<file path="src/rtl/alut_pkg11.sv">
// ---------------------------------------------------------------------------
// alut_pkg11
// Shared definitions for the ALUT age scanner:
//   - entry field positions: [82] valid, [81:50] timestamp, [49:48] port,
//     [47:0] MAC
//   - default entry / timestamp widths and entry count
//   - scanner FSM state encoding
// ---------------------------------------------------------------------------
package alut_pkg11;

  localparam int DW_DEF = 83;
  localparam int TW_DEF = 32;
  localparam int DD_DEF = 256;

  localparam int VALID_BIT = 82;
  localparam int TS_MSB    = 81;
  localparam int TS_LSB    = 50;
  localparam int PORT_MSB  = 49;
  localparam int PORT_LSB  = 48;
  localparam int MAC_MSB   = 47;
  localparam int MAC_LSB   = 0;

  typedef enum logic [2:0] {
    ST_IDLE  = 3'd0,
    ST_READ  = 3'd1,
    ST_CHECK = 3'd2,
    ST_WRITE = 3'd3,
    ST_DONE  = 3'd4
  } age_state_e;

endpackage

</file>
<file path="src/rtl/alut_age_cmp11.sv">
// ---------------------------------------------------------------------------
// alut_age_cmp11
// Combinational modular age comparator.
//   time_snap  in  TW  time captured at scan start
//   timestamp  in  TW  entry timestamp
//   thresh     in  TW  age limit
//   aged       out 1   (time_snap - timestamp) mod 2^TW > thresh
// The subtraction wraps, so an entry learned just before the time counter
// rolled over still gets a small, correct age.
// ---------------------------------------------------------------------------
module alut_age_cmp11 #(
  parameter int TW = 32
) (
  input  logic [TW-1:0] time_snap,
  input  logic [TW-1:0] timestamp,
  input  logic [TW-1:0] thresh,
  output logic          aged
);

  logic [TW-1:0] age;

  assign age  = time_snap - timestamp;
  assign aged = (age > thresh);

endmodule

</file>
<file path="src/rtl/alut_age_scanner11.sv">
// ---------------------------------------------------------------------------
// alut_age_scanner11
// Age-scan initiator for the ALUT entry memory. A start pulse walks every
// entry through the age port; valid entries older than the threshold are
// written back with the valid bit cleared. Writes from the address checker
// (add port) are snooped so a freshly learned entry is never overwritten.
//
// Ports:
//   pclk11                in  1   clock
//   p_reset11             in  1   asynchronous active-high reset
//   scan_start11          in  1   start request (ignored unless idle)
//   age_thresh11          in  TW  age limit, captured at start
//   curr_time11           in  TW  current time, captured at start
//   add_wr11              in  1   add-port write strobe (snoop)
//   add_addr11            in  8   add-port address (snoop)
//   mem_read_data_age11   in  DW  registered read data from age port
//   mem_addr_age11        out 8   entry address
//   mem_write_age11       out 1   write enable
//   mem_write_data_age11  out DW  write-back data
//   scan_busy11           out 1   scan in progress
//   scan_done11           out 1   one-cycle completion pulse
//   aged_count11          out 9   entries invalidated in last scan
//   valid_count11         out 9   valid entries seen in last scan
//
// Configuration macro: ALUT_AGE_STATS_EN -- when defined, the two count
// outputs are maintained; otherwise they are tied to zero.
// ---------------------------------------------------------------------------
module alut_age_scanner11
  import alut_pkg11::*;
#(
  parameter int DW = DW_DEF,
  parameter int DD = DD_DEF,
  parameter int TW = TW_DEF
) (
  input  logic          pclk11,
  input  logic          p_reset11,
  input  logic          scan_start11,
  input  logic [TW-1:0] age_thresh11,
  input  logic [TW-1:0] curr_time11,
  input  logic          add_wr11,
  input  logic [7:0]    add_addr11,
  input  logic [DW-1:0] mem_read_data_age11,
  output logic [7:0]    mem_addr_age11,
  output logic          mem_write_age11,
  output logic [DW-1:0] mem_write_data_age11,
  output logic          scan_busy11,
  output logic          scan_done11,
  output logic [8:0]    aged_count11,
  output logic [8:0]    valid_count11
);

  localparam logic [7:0]    LAST_IDX   = 8'(DD - 1);
  localparam logic [DW-1:0] VALID_MASK = DW'(1) << VALID_BIT;

  age_state_e    state_q, state_d;
  logic [7:0]    idx_q, idx_d;
  logic [TW-1:0] thresh_q, thresh_d;
  logic [TW-1:0] time_q, time_d;
  logic          cancel_q, cancel_d;
  logic [DW-1:0] wr_data_q, wr_data_d;
  logic          busy_q, busy_d;
  logic          done_q, done_d;

  logic          snoop_hit;
  logic          rd_valid;
  logic          ts_aged;
  logic          entry_aged;
  logic          write_ok;
  logic          start_ok;
  logic [DW-1:0] rd_invalidated;

  alut_age_cmp11 #(.TW(TW)) u_age_cmp (
    .time_snap (time_q),
    .timestamp (mem_read_data_age11[TS_MSB:TS_LSB]),
    .thresh    (thresh_q),
    .aged      (ts_aged)
  );

  assign snoop_hit      = add_wr11 && (add_addr11 == idx_q);
  assign rd_valid       = mem_read_data_age11[VALID_BIT];
  assign entry_aged     = rd_valid && ts_aged;
  assign rd_invalidated = mem_read_data_age11 & ~VALID_MASK;
  assign start_ok       = (state_q == ST_IDLE) && scan_start11;

  // A same-cycle add-port write to this entry suppresses the write-back
  // combinationally, so the learned data always wins.
  assign write_ok = (state_q == ST_WRITE) && !snoop_hit;

  // NOTE: every signal gets a default at the top of the block, so no path
  // leaves a value unassigned and no latch is inferred.
  always_comb begin
    state_d   = state_q;
    idx_d     = idx_q;
    thresh_d  = thresh_q;
    time_d    = time_q;
    cancel_d  = cancel_q;
    wr_data_d = wr_data_q;
    done_d    = 1'b0;

    unique case (state_q)
      ST_IDLE: begin
        if (scan_start11) begin
          thresh_d = age_thresh11;
          time_d   = curr_time11;
          idx_d    = '0;
          cancel_d = 1'b0;
          state_d  = ST_READ;
        end
      end
      ST_READ: begin
        if (snoop_hit) cancel_d = 1'b1;
        state_d = ST_CHECK;
      end
      ST_CHECK: begin
        if (entry_aged && !(cancel_q || snoop_hit)) begin
          wr_data_d = rd_invalidated;
          state_d   = ST_WRITE;
        end else begin
          cancel_d = 1'b0;
          idx_d    = (idx_q == LAST_IDX) ? '0 : idx_q + 8'd1;
          state_d  = (idx_q == LAST_IDX) ? ST_DONE : ST_READ;
        end
      end
      ST_WRITE: begin
        cancel_d = 1'b0;
        idx_d    = (idx_q == LAST_IDX) ? '0 : idx_q + 8'd1;
        state_d  = (idx_q == LAST_IDX) ? ST_DONE : ST_READ;
      end
      ST_DONE: begin
        done_d  = 1'b1;
        state_d = ST_IDLE;
      end
      default: state_d = ST_IDLE;
    endcase

    busy_d = (state_d == ST_READ) || (state_d == ST_CHECK) ||
             (state_d == ST_WRITE);
  end

  // NOTE: asynchronous reset puts the FSM back in IDLE the instant it
  // asserts, so the combinational write enable drops in the same cycle.
  always_ff @(posedge pclk11 or posedge p_reset11) begin
    if (p_reset11) begin
      state_q   <= ST_IDLE;
      idx_q     <= '0;
      thresh_q  <= '0;
      time_q    <= '0;
      cancel_q  <= 1'b0;
      wr_data_q <= '0;
      busy_q    <= 1'b0;
      done_q    <= 1'b0;
    end else begin
      // NOTE: non-blocking assignments keep all flops updating from the
      // pre-edge values, independent of statement order.
      state_q   <= state_d;
      idx_q     <= idx_d;
      thresh_q  <= thresh_d;
      time_q    <= time_d;
      cancel_q  <= cancel_d;
      wr_data_q <= wr_data_d;
      busy_q    <= busy_d;
      done_q    <= done_d;
    end
  end

  assign mem_addr_age11       = idx_q;
  assign mem_write_age11      = write_ok;
  assign mem_write_data_age11 = wr_data_q;
  assign scan_busy11          = busy_q;
  assign scan_done11          = done_q;

`ifdef ALUT_AGE_STATS_EN
  logic [8:0] aged_cnt_q, aged_cnt_d;
  logic [8:0] valid_cnt_q, valid_cnt_d;

  // Counts only clear on an accepted start, so they stay readable after DONE.
  always_comb begin
    aged_cnt_d  = aged_cnt_q;
    valid_cnt_d = valid_cnt_q;
    if (start_ok) begin
      aged_cnt_d  = '0;
      valid_cnt_d = '0;
    end else begin
      if ((state_q == ST_CHECK) && rd_valid) valid_cnt_d = valid_cnt_q + 9'd1;
      if (write_ok)                          aged_cnt_d  = aged_cnt_q + 9'd1;
    end
  end

  always_ff @(posedge pclk11 or posedge p_reset11) begin
    if (p_reset11) begin
      aged_cnt_q  <= '0;
      valid_cnt_q <= '0;
    end else begin
      aged_cnt_q  <= aged_cnt_d;
      valid_cnt_q <= valid_cnt_d;
    end
  end

  assign aged_count11  = aged_cnt_q;
  assign valid_count11 = valid_cnt_q;
`else
  logic unused_start_ok;
  assign unused_start_ok = start_ok;
  assign aged_count11    = '0;
  assign valid_count11   = '0;
`endif

endmodule

</file>
<file path="config.mk">
export PLATFORM = sky130hd
export DESIGN_NAME = alut_age_scanner11
export DESIGN_NICKNAME = d
export VERILOG_FILES = /design/src/rtl/alut_pkg11.sv /design/src/rtl/alut_age_cmp11.sv /design/src/rtl/alut_age_scanner11.sv
export SDC_FILE = /design/constraint.sdc
export NUM_CORES = 1
export LEC_CHECK = 0
export ABC_AREA = 1
export CORE_ASPECT_RATIO = 0.75
export CORE_MARGIN = 3
export CORE_UTILIZATION = 52
export CTS_CLUSTER_SIZE = 8
export DETAILED_ROUTE_END_ITERATION = 8
export GPL_TIMING_DRIVEN = 0
export PLACE_DENSITY = 0.87
export SLEW_MARGIN = 40
export SYNTH_ARGS = -nofsm -noshare
export SYNTH_HDL_FRONTEND = slang
export SYNTH_SLANG_ARGS = --single-unit
</file>
<file path="constraint.sdc">
create_clock -name pclk11 -period 12.34 [get_ports pclk11]
set_input_delay 3.085 -clock pclk11 [delete_from_list [all_inputs] [get_ports pclk11]]
set_output_delay 3.085 -clock pclk11 [all_outputs]
set_load 0.03 [all_outputs]
</file>
==> results_dict.tcl <==
set metrics [dict create \
    post-cts-setup-buffer-count 0 \
    synth-adder-area-share 0.0884 \
    die_w_um 160 \
    dpl.hpwl_um 21100 \
    synthToLayoutAreaGrowth_pct 38.3 \
    worst-path-max-fanout 2 \
    synth-simple-area-share 0.224 \
    cts.sink_count 160 \
    switching_share 0.233 \
    ctsHtreeMaxLevel 4 \
    ctsRootBufferMaster "sky130_fd_sc_hd__clkbuf_16" \
    maxCapViolCount 0 \
    starting_density 0.540 \
    worst_path_dominant_cell_family "buffers and inverters" \
    worstMarginPinSlew_ps 769 \
    synth.cell_area_um2 9290 \
    seq_area_frac_synth 0.431 \
    grt_start_max_net_pins 67 \
    drt-total-wl_um 27100 \
    finalNetCount 1669 \
    routed-via-count 8795 \
    critical_path_arrival_ps 4750 \
    hold_violations 0 \
    fmax_mhz 128 \
    netlist.area_leader.share 0.431 \
    grtUsageTotal 0.276 \
    worst_setup_path_startpoint "add_addr11[1]" \
    tritoncts.num_buffers 17 \
    numPortBuffers 251 \
    worstHoldStart "mem_write_data_age11[25]$_DFFE_PP0P_" \
    cts_tree "built" \
    setup_violations 0 \
    synth.area.top_cells "sky130_fd_sc_hd__dfrtp_1 (43%), sky130_fd_sc_hd__nand2_1 (14%), sky130_fd_sc_hd__ha_1 (8.6%)" \
    design.die.area_um2 19500 \
    post_route_minimum_period_ps 7830 \
    cts_resized 0 \
    grtUsageMet2 0.454 \
    antenna_violation_net_count_after_detailed_routing 0 \
    fin_tns_setup_ps 0 \
    hold_path.class "flip-flop to flip-flop" \
    slowest_stage "sky130_fd_sc_hd__clkdlybuf4s50_1" \
    timing.critical_path.cells "clkdlybuf4s50_1, or2_1, nand3_1, nor2_1, a31oi_1, clkdlybuf4s50_1" \
    critical_path.reg2reg.startpoint "time_q[2]$_DFFE_PP0P_" \
    cp.required_ps 9260 \
    netlist-cell-type-count 40 \
    clock_latency_ps 430 \
    die_h_um 122 \
    cts_max_path_buffers 2 \
    grt_use_met3 0.0680 \
    relSlewSlack 0.485 \
    reg2reg_slack_ps 7740 \
    power-per-cell-area_nw_per_um2 94.0 \
    power.static_leakage_nw 6.77 \
    global_route.usage.met1 0.375 \
    number_of_enable_type_register_cells_in_the_synthesized_netlist 0 \
    setup_slack_ps 4510 \
    synth_compound_gate_area_share 0.0983 \
    final.hold.worst_slack_ps 481 \
    synth-async-reset-ratio 1.00 \
    fill_cell_count 1294 \
    xor_xnor_cell_area_share_of_the_yosys_netlist 0.0255 \
    combPwrFrac 0.099 \
    core_um2 17200 \
    critical_path.endpoint_type "primary output" \
    max-vdd-ir-drop_mv 0.0857 \
    outcome "completed" \
    drc_errors 0 \
    fp-row-count 41 \
    main_combinational_cell_family_by_area_after_synthesis "simple AND/OR/NAND/NOR gates" \
    globalRouteOverflowTotal 0 \
    rsz0062_at_grt "no" \
    gr-max-usage-layer "met2" \
    syn_area_per_cell_um2 8.04 \
    internal_uw 926 \
    antenna_cells 0 \
    grt_pass1_vias 8650 \
    slew_violations 0 \
    wl_per_cell_um 16.0 \
    first_pass_grt_wire_length_um 43100 \
    ys_dominant_reg_cell "sky130_fd_sc_hd__dfrtp_1" \
    synthCells 1155 \
    post-synth-top-area-cell "sky130_fd_sc_hd__dfrtp_1" \
    synthesis.yosys.warnings 0 \
    detail_routed_via_count_per_cell 5.19 \
    power_frac_seq 0.434 \
    post_cts_hold_buffer_count 0 \
    kind_of_start_point_of_the_critical_path "input pin" \
    clock_power_share 0.467 \
    critical_path.most_common_cell "sky130_fd_sc_hd__clkdlybuf4s50_1" \
    finalWeightedCongestion 0.959 \
    preCtsSetupSlack_ps 4520 \
    synth_seq_cells 160 \
    drive_above_1_share 0.0741 \
    drt_first_iter_violations 672 \
    yosys-mux-area-fraction 0.0388 \
    clk_pin_slew_ps 70 \
    slowest_delay_ps 690 \
    antenna_found_initial 1 \
    p_sw_uw 282 \
    detailed_routing_iterations_pass_1 5 \
    timing.setup.critical_path_class "input pin to primary output" \
    skew_ps 9.11 \
    boundaryPins 271 \
    min_period_over_period 0.635 \
    path_buf_inv 2 \
]
==> cells by family after synthesis <==
group / Yosys count
and+or+nand+nor: 512
buffers and inverters: 191
AOI/OAI and AO/OA: 167
DFF: 160
adders and majority gates: 65
muxes: 32
xor gates and xnor gates: 27
other: 1
==> Yosys cell counts, types with 6 or more instances <==
| library cell | n |
|---|---|
| sky130_fd_sc_hd__nand3_1 | 26 |
| sky130_fd_sc_hd__nand4_1 | 21 |
| sky130_fd_sc_hd__o21a_1 | 6 |
| sky130_fd_sc_hd__inv_1 | 141 |
| sky130_fd_sc_hd__buf_4 | 24 |
| sky130_fd_sc_hd__a21oi_1 | 78 |
| sky130_fd_sc_hd__mux2_2 | 32 |
| sky130_fd_sc_hd__buf_2 | 6 |
| sky130_fd_sc_hd__o21ai_0 | 55 |
| sky130_fd_sc_hd__nor2_1 | 93 |
| sky130_fd_sc_hd__nand2_1 | 353 |
| sky130_fd_sc_hd__buf_6 | 7 |
| sky130_fd_sc_hd__a21o_1 | 6 |
| sky130_fd_sc_hd__dfrtp_1 | 160 |
| sky130_fd_sc_hd__xnor2_1 | 7 |
| sky130_fd_sc_hd__ha_1 | 64 |
| sky130_fd_sc_hd__xor2_1 | 20 |
| sky130_fd_sc_hd__clkbuf_1 | 8 |
==> flip-flops by register name (all words and copies together) (netlist names) <==
signal / flops
mem_write_data_age11: 82
thresh_q: 32
time_q: 32
mem_addr_age11: 8
state_q: 3
cancel_q: 1
scan_busy11: 1
scan_done11: 1
==> metal layers <==
layer  vias up  wire length, µm
li1       4244                -
met3        40             2230
met2       360            12700
met4         2              370
met1      4149            11800
met5         -               12
==> power groups by stage <==
stage | registers [mW] | clock network, mW | logic (mW)
6_report | 0.524 | 0.564 | 0.119
5_1_grt | 0.524 | 0.587 | 0.130
4_1_cts | 0.524 | 0.565 | 0.119
3_5_place_dp | 0.534 | 0 | 0.118
3_3_place_gp | 0.534 | 0 | 0.113
2_1_floorplan | 0.534 | 0 | 0.0506
==> worst paths after layout <==
path / endpoint / depth (start not counted)
min in group asynchronous: mem_write_data_age11[14]$_DFFE_PP0P_ / 2
setup reg to reg: mem_write_data_age11[80]$_DFFE_PP0P_ / 22
hold reg to reg: mem_write_data_age11[25]$_DFFE_PP0P_ / 2
hold / removal: mem_write_data_age11[25]$_DFFE_PP0P_ / 2
max in group asynchronous: thresh_q[20]$_DFFE_PP0P_ / 3
setup / recovery: mem_write_age11 / 6
==> cell usage in the layout, fill, tap and decap left out, drive strengths merged, types with 3 or more instances in the layout <==
cell type,n
a21boi,3
a21o,6
a21oi,78
a31oi,5
buf,42
bufinv,4
clkbuf,27
clkdlybuf4s50,251
clkinv,5
clkinvlp,3
conb,19
dfrtp,160
ha,64
inv,143
mux2,32
nand2,353
nand3,28
nand3b,5
nand4,21
nor2,95
nor3,4
o211ai,4
o21a,6
o21ai,56
o21bai,5
xnor2,7
xor2,20
==> area by class of cell <==
| class | instances | area [µm²] | area share |
|---|---|---|---|
| buffer | 49 | 335 | 0.0261 |
| clock buffer | 18 | 429 | 0.0334 |
| clock inverter | 13 | 188 | 0.0146 |
| inverter | 142 | 541 | 0.0421 |
| multi-input combinational | 822 | 4480 | 0.349 |
| sequential | 160 | 4000 | 0.312 |
| tap | 236 | 295 | 0.0230 |
| timing repair buffer | 253 | 2570 | 0.200 |
==> per-stage QoR <==
step                      cell area [µm²]  total power, mW   util  cells
after floorplan                      9360            0.585      -   1173
after global placement              12200            0.648  0.708   1660
after detailed placement            12200            0.652  0.711   1662
after CTS                           12800             1.21  0.747   1693
after global routing                12800             1.24  0.747   1693
final                               12800             1.21  0.747   1693
==> worst min-delay path, cell delays in order (launching register included) <==
cell and delay, ps:
sky130_fd_sc_hd__dfrtp_1 340, sky130_fd_sc_hd__nand2_1 50, sky130_fd_sc_hd__nand2_1 60
(Power assumes the default switching activity.)
